--- config.mk ---
export PLATFORM = sky130hd
export DESIGN_NAME = fir_mac_sequencer
export DESIGN_NICKNAME = d
export VERILOG_FILES = /design/src/rtl/fir_mac_sequencer.sv
export SDC_FILE = /design/constraint.sdc
export NUM_CORES = 1
export LEC_CHECK = 0
export CORE_UTILIZATION = 54
export CTS_BUF_LIST = sky130_fd_sc_hd__clkbuf_16
export DETAILED_ROUTE_END_ITERATION = 12
export HOLD_SLACK_MARGIN = 0.05
export PLACE_DENSITY = 0.86
export SYNTH_ARGS = -nofsm -noshare
export SYNTH_HDL_FRONTEND = slang
export SYNTH_SLANG_ARGS = --single-unit
--- constraint.sdc ---
create_clock -name clk -period 6.7 [get_ports clk]
set_input_delay 1.34 -clock clk [delete_from_list [all_inputs] [get_ports clk]]
set_output_delay 1.34 -clock clk [all_outputs]
set_load 0.02 [all_outputs]
--- src/rtl/fir_mac_sequencer.sv ---
// fir_mac_sequencer: drives a shared 16-bit add/multiply ALU to produce one FIR
// output per accepted sample. Each tap is one multiply cycle and then one accumulate cycle.
// Optional build macro: FIR_SAT_EN. When defined, the accumulator saturates at 16'hFFFF
// on the first carry-out and keeps that value for the rest of the sample. When it is not
// defined, the accumulator wraps modulo 2**16.
module fir_mac_sequencer #(
    parameter int unsigned TAPS = 4,
    parameter int unsigned CAW  = 2
) (
    input  logic           clk,
    input  logic           reset,
    input  logic [7:0]     din,
    input  logic           din_valid,
    output logic           din_ready,
    input  logic           coef_wr,
    input  logic [CAW-1:0] coef_addr,
    input  logic [7:0]     coef_data,
    output logic [15:0]    alu_a,
    output logic [15:0]    alu_b,
    output logic           alu_addb,
    output logic           alu_mulb,
    output logic           alu_cin,
    input  logic [15:0]    alu_out,
    input  logic           alu_cout,
    input  logic           alu_zout,
    output logic [15:0]    dout,
    output logic           dout_valid,
    output logic           dout_ovf,
    output logic           dout_zero
);

    typedef enum logic [1:0] {S_IDLE, S_MUL, S_ADD, S_DONE} state_t;

    localparam logic [CAW-1:0] K_LAST = CAW'(TAPS - 1);
    localparam logic [CAW:0]   TAPS_W = TAPS[CAW:0];

    state_t         state_q;
    logic [CAW-1:0] k_q;
    logic [CAW-1:0] k_d;
    logic [7:0]     x_q [TAPS];
    logic [7:0]     c_q [TAPS];
    logic [15:0]    acc_q;
    logic [15:0]    acc_d;
    logic           ovf_q;
    logic           ovf_d;
    logic           zero_q;
    logic [15:0]    dout_q;
    logic           dout_valid_q;
    logic           dout_ovf_q;
    logic           dout_zero_q;
    logic [15:0]    alu_a_q;
    logic [15:0]    alu_b_q;
    logic           alu_addb_q;
    logic           alu_mulb_q;

    // Next-tap index and the accumulate result, which may saturate
    always_comb begin
        k_d   = k_q + CAW'(1);
        ovf_d = ovf_q | alu_cout;
`ifdef FIR_SAT_EN
        acc_d = ovf_d ? '1 : alu_out;
`else
        acc_d = alu_out;
`endif
    end

    // Sequencer FSM. ALU controls are registered, so each one is loaded for the state being entered.
    // alu_b_q also serves as the product register: in MUL it captures alu_out for the following ADD.
    always_ff @(posedge clk) begin
        if (reset) begin
            state_q      <= S_IDLE;
            k_q          <= '0;
            acc_q        <= '0;
            ovf_q        <= 1'b0;
            zero_q       <= 1'b0;
            dout_q       <= '0;
            dout_valid_q <= 1'b0;
            dout_ovf_q   <= 1'b0;
            dout_zero_q  <= 1'b0;
            alu_a_q      <= '0;
            alu_b_q      <= '0;
            alu_addb_q   <= 1'b0;
            alu_mulb_q   <= 1'b0;
            for (int unsigned i = 0; i < TAPS; i++) begin
                x_q[i] <= '0;
                c_q[i] <= '0;
            end
        end else begin
            dout_valid_q <= 1'b0;
            case (state_q)
                S_IDLE: begin
                    if (coef_wr && ({1'b0, coef_addr} < TAPS_W))
                        c_q[coef_addr] <= coef_data;
                    if (din_valid) begin
                        for (int unsigned i = 1; i < TAPS; i++)
                            x_q[i] <= x_q[i-1];
                        x_q[0]     <= din;
                        acc_q      <= '0;
                        ovf_q      <= 1'b0;
                        k_q        <= '0;
                        alu_a_q    <= {8'h00, din};
                        alu_b_q    <= {8'h00, c_q[0]};
                        alu_mulb_q <= 1'b1;
                        state_q    <= S_MUL;
                    end
                end
                S_MUL: begin
                    alu_mulb_q <= 1'b0;
                    alu_addb_q <= 1'b1;
                    alu_a_q    <= acc_q;
                    alu_b_q    <= alu_out;
                    state_q    <= S_ADD;
                end
                S_ADD: begin
                    acc_q      <= acc_d;
                    ovf_q      <= ovf_d;
                    zero_q     <= alu_zout;
                    alu_addb_q <= 1'b0;
                    if (k_q == K_LAST) begin
                        alu_a_q <= '0;
                        alu_b_q <= '0;
                        state_q <= S_DONE;
                    end else begin
                        k_q        <= k_d;
                        alu_mulb_q <= 1'b1;
                        alu_a_q    <= {8'h00, x_q[k_d]};
                        alu_b_q    <= {8'h00, c_q[k_d]};
                        state_q    <= S_MUL;
                    end
                end
                S_DONE: begin
                    dout_q       <= acc_q;
                    dout_ovf_q   <= ovf_q;
                    dout_zero_q  <= zero_q;
                    dout_valid_q <= 1'b1;
                    state_q      <= S_IDLE;
                end
                default: state_q <= S_IDLE;
            endcase
        end
    end

    assign din_ready  = (state_q == S_IDLE) && !reset;
    assign alu_a      = alu_a_q;
    assign alu_b      = alu_b_q;
    assign alu_addb   = alu_addb_q;
    assign alu_mulb   = alu_mulb_q;
    assign alu_cin    = 1'b0;
    assign dout       = dout_q;
    assign dout_valid = dout_valid_q;
    assign dout_ovf   = dout_ovf_q;
    assign dout_zero  = dout_zero_q;

endmodule
==> key figures <==
Run
  • MaxCap Viol Count: 0

Synthesis
  • Cell Area, Synth: approximately 0.006 mm2
  • YS warnings: 0
  • FF+latch count, synth: ~140
  • Post-synth top flop: dfxtp_1
  • EDFF count, synth: 64
  • Cells after synthesis: between 500 and 600
  • Synth top area cells: edfxtp_1 31%, dfxtp_1 25%, mux4_2 5.9%
  • Synth top cells by count: 75 x dfxtp_1, 64 x edfxtp_1, 48 x and3_1, 39 x nor2_1, 38 x a21oi_1
  • Synth Area per Inst: around 12 um2
  • FFs w/ async S/R, synth: 0
  • Yosys top cell area share: 0.315
  • Syn Nets: roughly 570
  • Count leader, synth: dfxtp_1
  • Sequential element share of the synthesized area: 0.560
  • Top cell type by total area after synthesis: edfxtp_1
  • Unique cell type count in the Yosys netlist: 40

Clock network
  • CTS Buffer Depth: 2
  • Hold buffer count at cts: 0
  • Total CTS buffers: 17
  • CTS tree: done
  • Setup bufs post-CTS: 0
  • Root buffer cell: clkbuf_16
  • Clk Latency, worst-skew pair: between 0.4 and 0.5 ns
  • # resized after CTS: 0
  • Clock-pin transition on the worst setup and hold timing paths: roughly 0.060 ns
  • Clock Sinks: 139
  • H-tree depth reported by CTS: 4

Global routing
  • Initial antenna violation count: 0
  • First-pass GRT wire length: between 20 and 25 mm
  • Met2 Use GR: 0.405
  • Met1 Use GR: 0.363
  • Most Crowded Layer GR: met2
  • Gr ovfl total: 0
  • GR Util met3: 0.0723
  • Number of global-route vias before repair: 4346
  • Total GRT Usage: 0.264
  • Largest net degree at the start of global routing: 86

Floorplan
  • Initial Utilization: 0.559
  • Die H: 108 um
  • Die X: 108 um
  • Die ar.: 0.0117 mm2
  • I/O pins: 95
  • Placeable Area: ~0.011 mm2
  • # rows: 38

Power and ir drop
  • Maximum VDD drop: around 0.21 mV
  • Pleak: ~2.8 nW
  • PD cells: 298 mW/mm2

Worst setup path
  • CP Class: input pin to output port
  • Slowest Stage Delay on Critical Path: 0.61 ns
  • CP endpoint kind: output port
  • Slowest CP cell: buf_4
  • Worst EP required: ~5.4 ns
  • WP data arrival: between 2 and 3 ns
  • Largest fanout on the critical path: 85
  • Cell mode on critical path: buf_4
  • Crit-path cells: buf_2, buf_4, nor2b_1, buf_4, clkdlybuf4s50_1
  • Startpoint types: input pin

Placed design
  • Final HPWL DP: approximately 9.4 mm
  • Cell count after placement: just over 700
  • Placer congestion estimate: about 0.84
  • PortBufs: 93

STA
  • Post-layout min period: around 4.3 ns
  • Tightest Pin Transition: roughly 1.1 ns
  • Setup TNS Final: 0 ns
  • RSZ-0062 raised after global routing: false
  • Final hold violations: 0
  • Clk_skew: approximately 0.0069 ns
  • Max Fclk: between 0.2 and 0.25 GHz
  • Max-slew headroom: 0.279
  • Max Slew Vio Count: 0
  • Tcrit/Tclk final: 0.641
  • Final setup fails: 0

Detailed routing
  • Antenna-violating nets left: 0
  • Wire per inst: around 20 um
  • 1st-pass router iterations: 7
  • Residual DRC: 0
  • Final Routed Wirelength: approximately 15 mm
  • Vias: approximately 4600
  • Initial drt markers: 530
  • Vias per cell: 6.16

Final layout
  • Area grow syn2layout: 24.3%
  • Finished Layout Cells: about 750
  • Diodes inserted: 0
  • Final #Nets: ~640
  • Layout cells sized above 1: 0.117
  • Fill count: 765

Min path
  • Min-delay worst type: register to register

Status
  • Run status: completed
[area by class of cell]
| class | count | area (um2) | share of cell area |
|---|---|---|---|
| sequential | 139 | 3420 | 0.451 |
| multi-input combinational | 314 | 2370 | 0.313 |
| timing repair buffer | 100 | 978 | 0.129 |
| clock buffer | 20 | 500 | 0.0659 |
| tap | 140 | 175 | 0.0231 |
| inverter | 20 | 75.1 | 0.00989 |
| clock inverter | 12 | 66.3 | 0.00873 |
[path summary, 6_finish.rpt]
kind              startpoint         to  slack [ns]  depth (start not counted)
hold / removal     alu_b[13]  alu_b[13]        0.48                          2
setup / recovery       reset  din_ready        2.40                          5
hold reg to reg    alu_b[13]  alu_b[13]        0.48                          2
setup reg to reg  state_q[0]   alu_a[1]        3.43                          5
[stage by stage]
| step | util | setup slack, ns | instance area (um2) | hold slack, ns | total power [mW] |
|---|---|---|---|---|---|
| final | 0.694 | 2.40 | 7590 | 0.477 | 2.26 |
| after floorplan | - | 3.45 | 6110 | 0.460 | 1.26 |
| after global routing | 0.694 | 2.28 | 7590 | 0.501 | 2.34 |
| after detailed placement | 0.643 | 2.41 | 7030 | 0.469 | 1.39 |
| after CTS | 0.694 | 2.41 | 7590 | 0.477 | 2.27 |
| after global placement | 0.643 | 2.42 | 7030 | 0.458 | 1.37 |
[layer usage]
layer,vias up,part of all wire
met5,-,0
met4,0,0.012
met3,18,0.081
met2,240,0.48
met1,2228,0.43
li1,2103,-
[power by group]
group | switching (mW) | leakage [nW] | total, mW | internal [mW]
Combinational | 0.221 | 1.26 | 0.382 | 0.160
Clock | 0.351 | 0.293 | 0.884 | 0.533
Sequential | 0.0392 | 1.29 | 0.998 | 0.958
Total | 0.611 | 2.84 | 2.26 | 1.65
[flip-flops by register name (all words and copies together) (netlist names), 2 cells and up]
register / count
alu_b: 16
acc_q: 16
x_q: 32
k_q: 2
c_q: 32
state_q: 2
dout: 16
alu_a: 16
[cell usage in the layout, fill, tap and decap left out, types with 2 or more instances in the layout]
cell             count
clkinv_2             3
o32ai_1             16
a32oi_1             16
mux4_2              16
or2_2                3
nand3b_1             3
inv_1               21
clkinv_1             3
nor3_1               3
and2_1              35
clkbuf_16           20
nand2b_1             2
clkdlybuf4s50_1     92
and3_1              48
ha_1                 5
buf_4                7
clkinv_4             2
o21ai_0             18
nor2b_1              3
nand4_1             16
nand2_1              2
dfxtp_1             75
nor2_1              39
a2111oi_0            6
mux2i_1             19
a21oi_1             38
edfxtp_1            64
nor3b_1              2
a2111oi_2           10
[logic make-up (layout without fill, tap and decap cells)]
group           count (synthesis)  after routing  share of synthesized area
compound gates                109            109                      0.131
fa+ha+maj                       6              6                     0.0123
buf+inv                        70            152                     0.0520
flops                         139            139                      0.560
mux                            36             36                     0.0924
other cells                     1              1                   0.000614
simple gates                  162            162                      0.151
[worst max-delay path: cells and delay by family]
family / cells / cell delay [ns]
buffers and inverters: 4 / 1.48
and+or+nand+nor: 1 / 0.10
(Power assumes the default switching activity.)
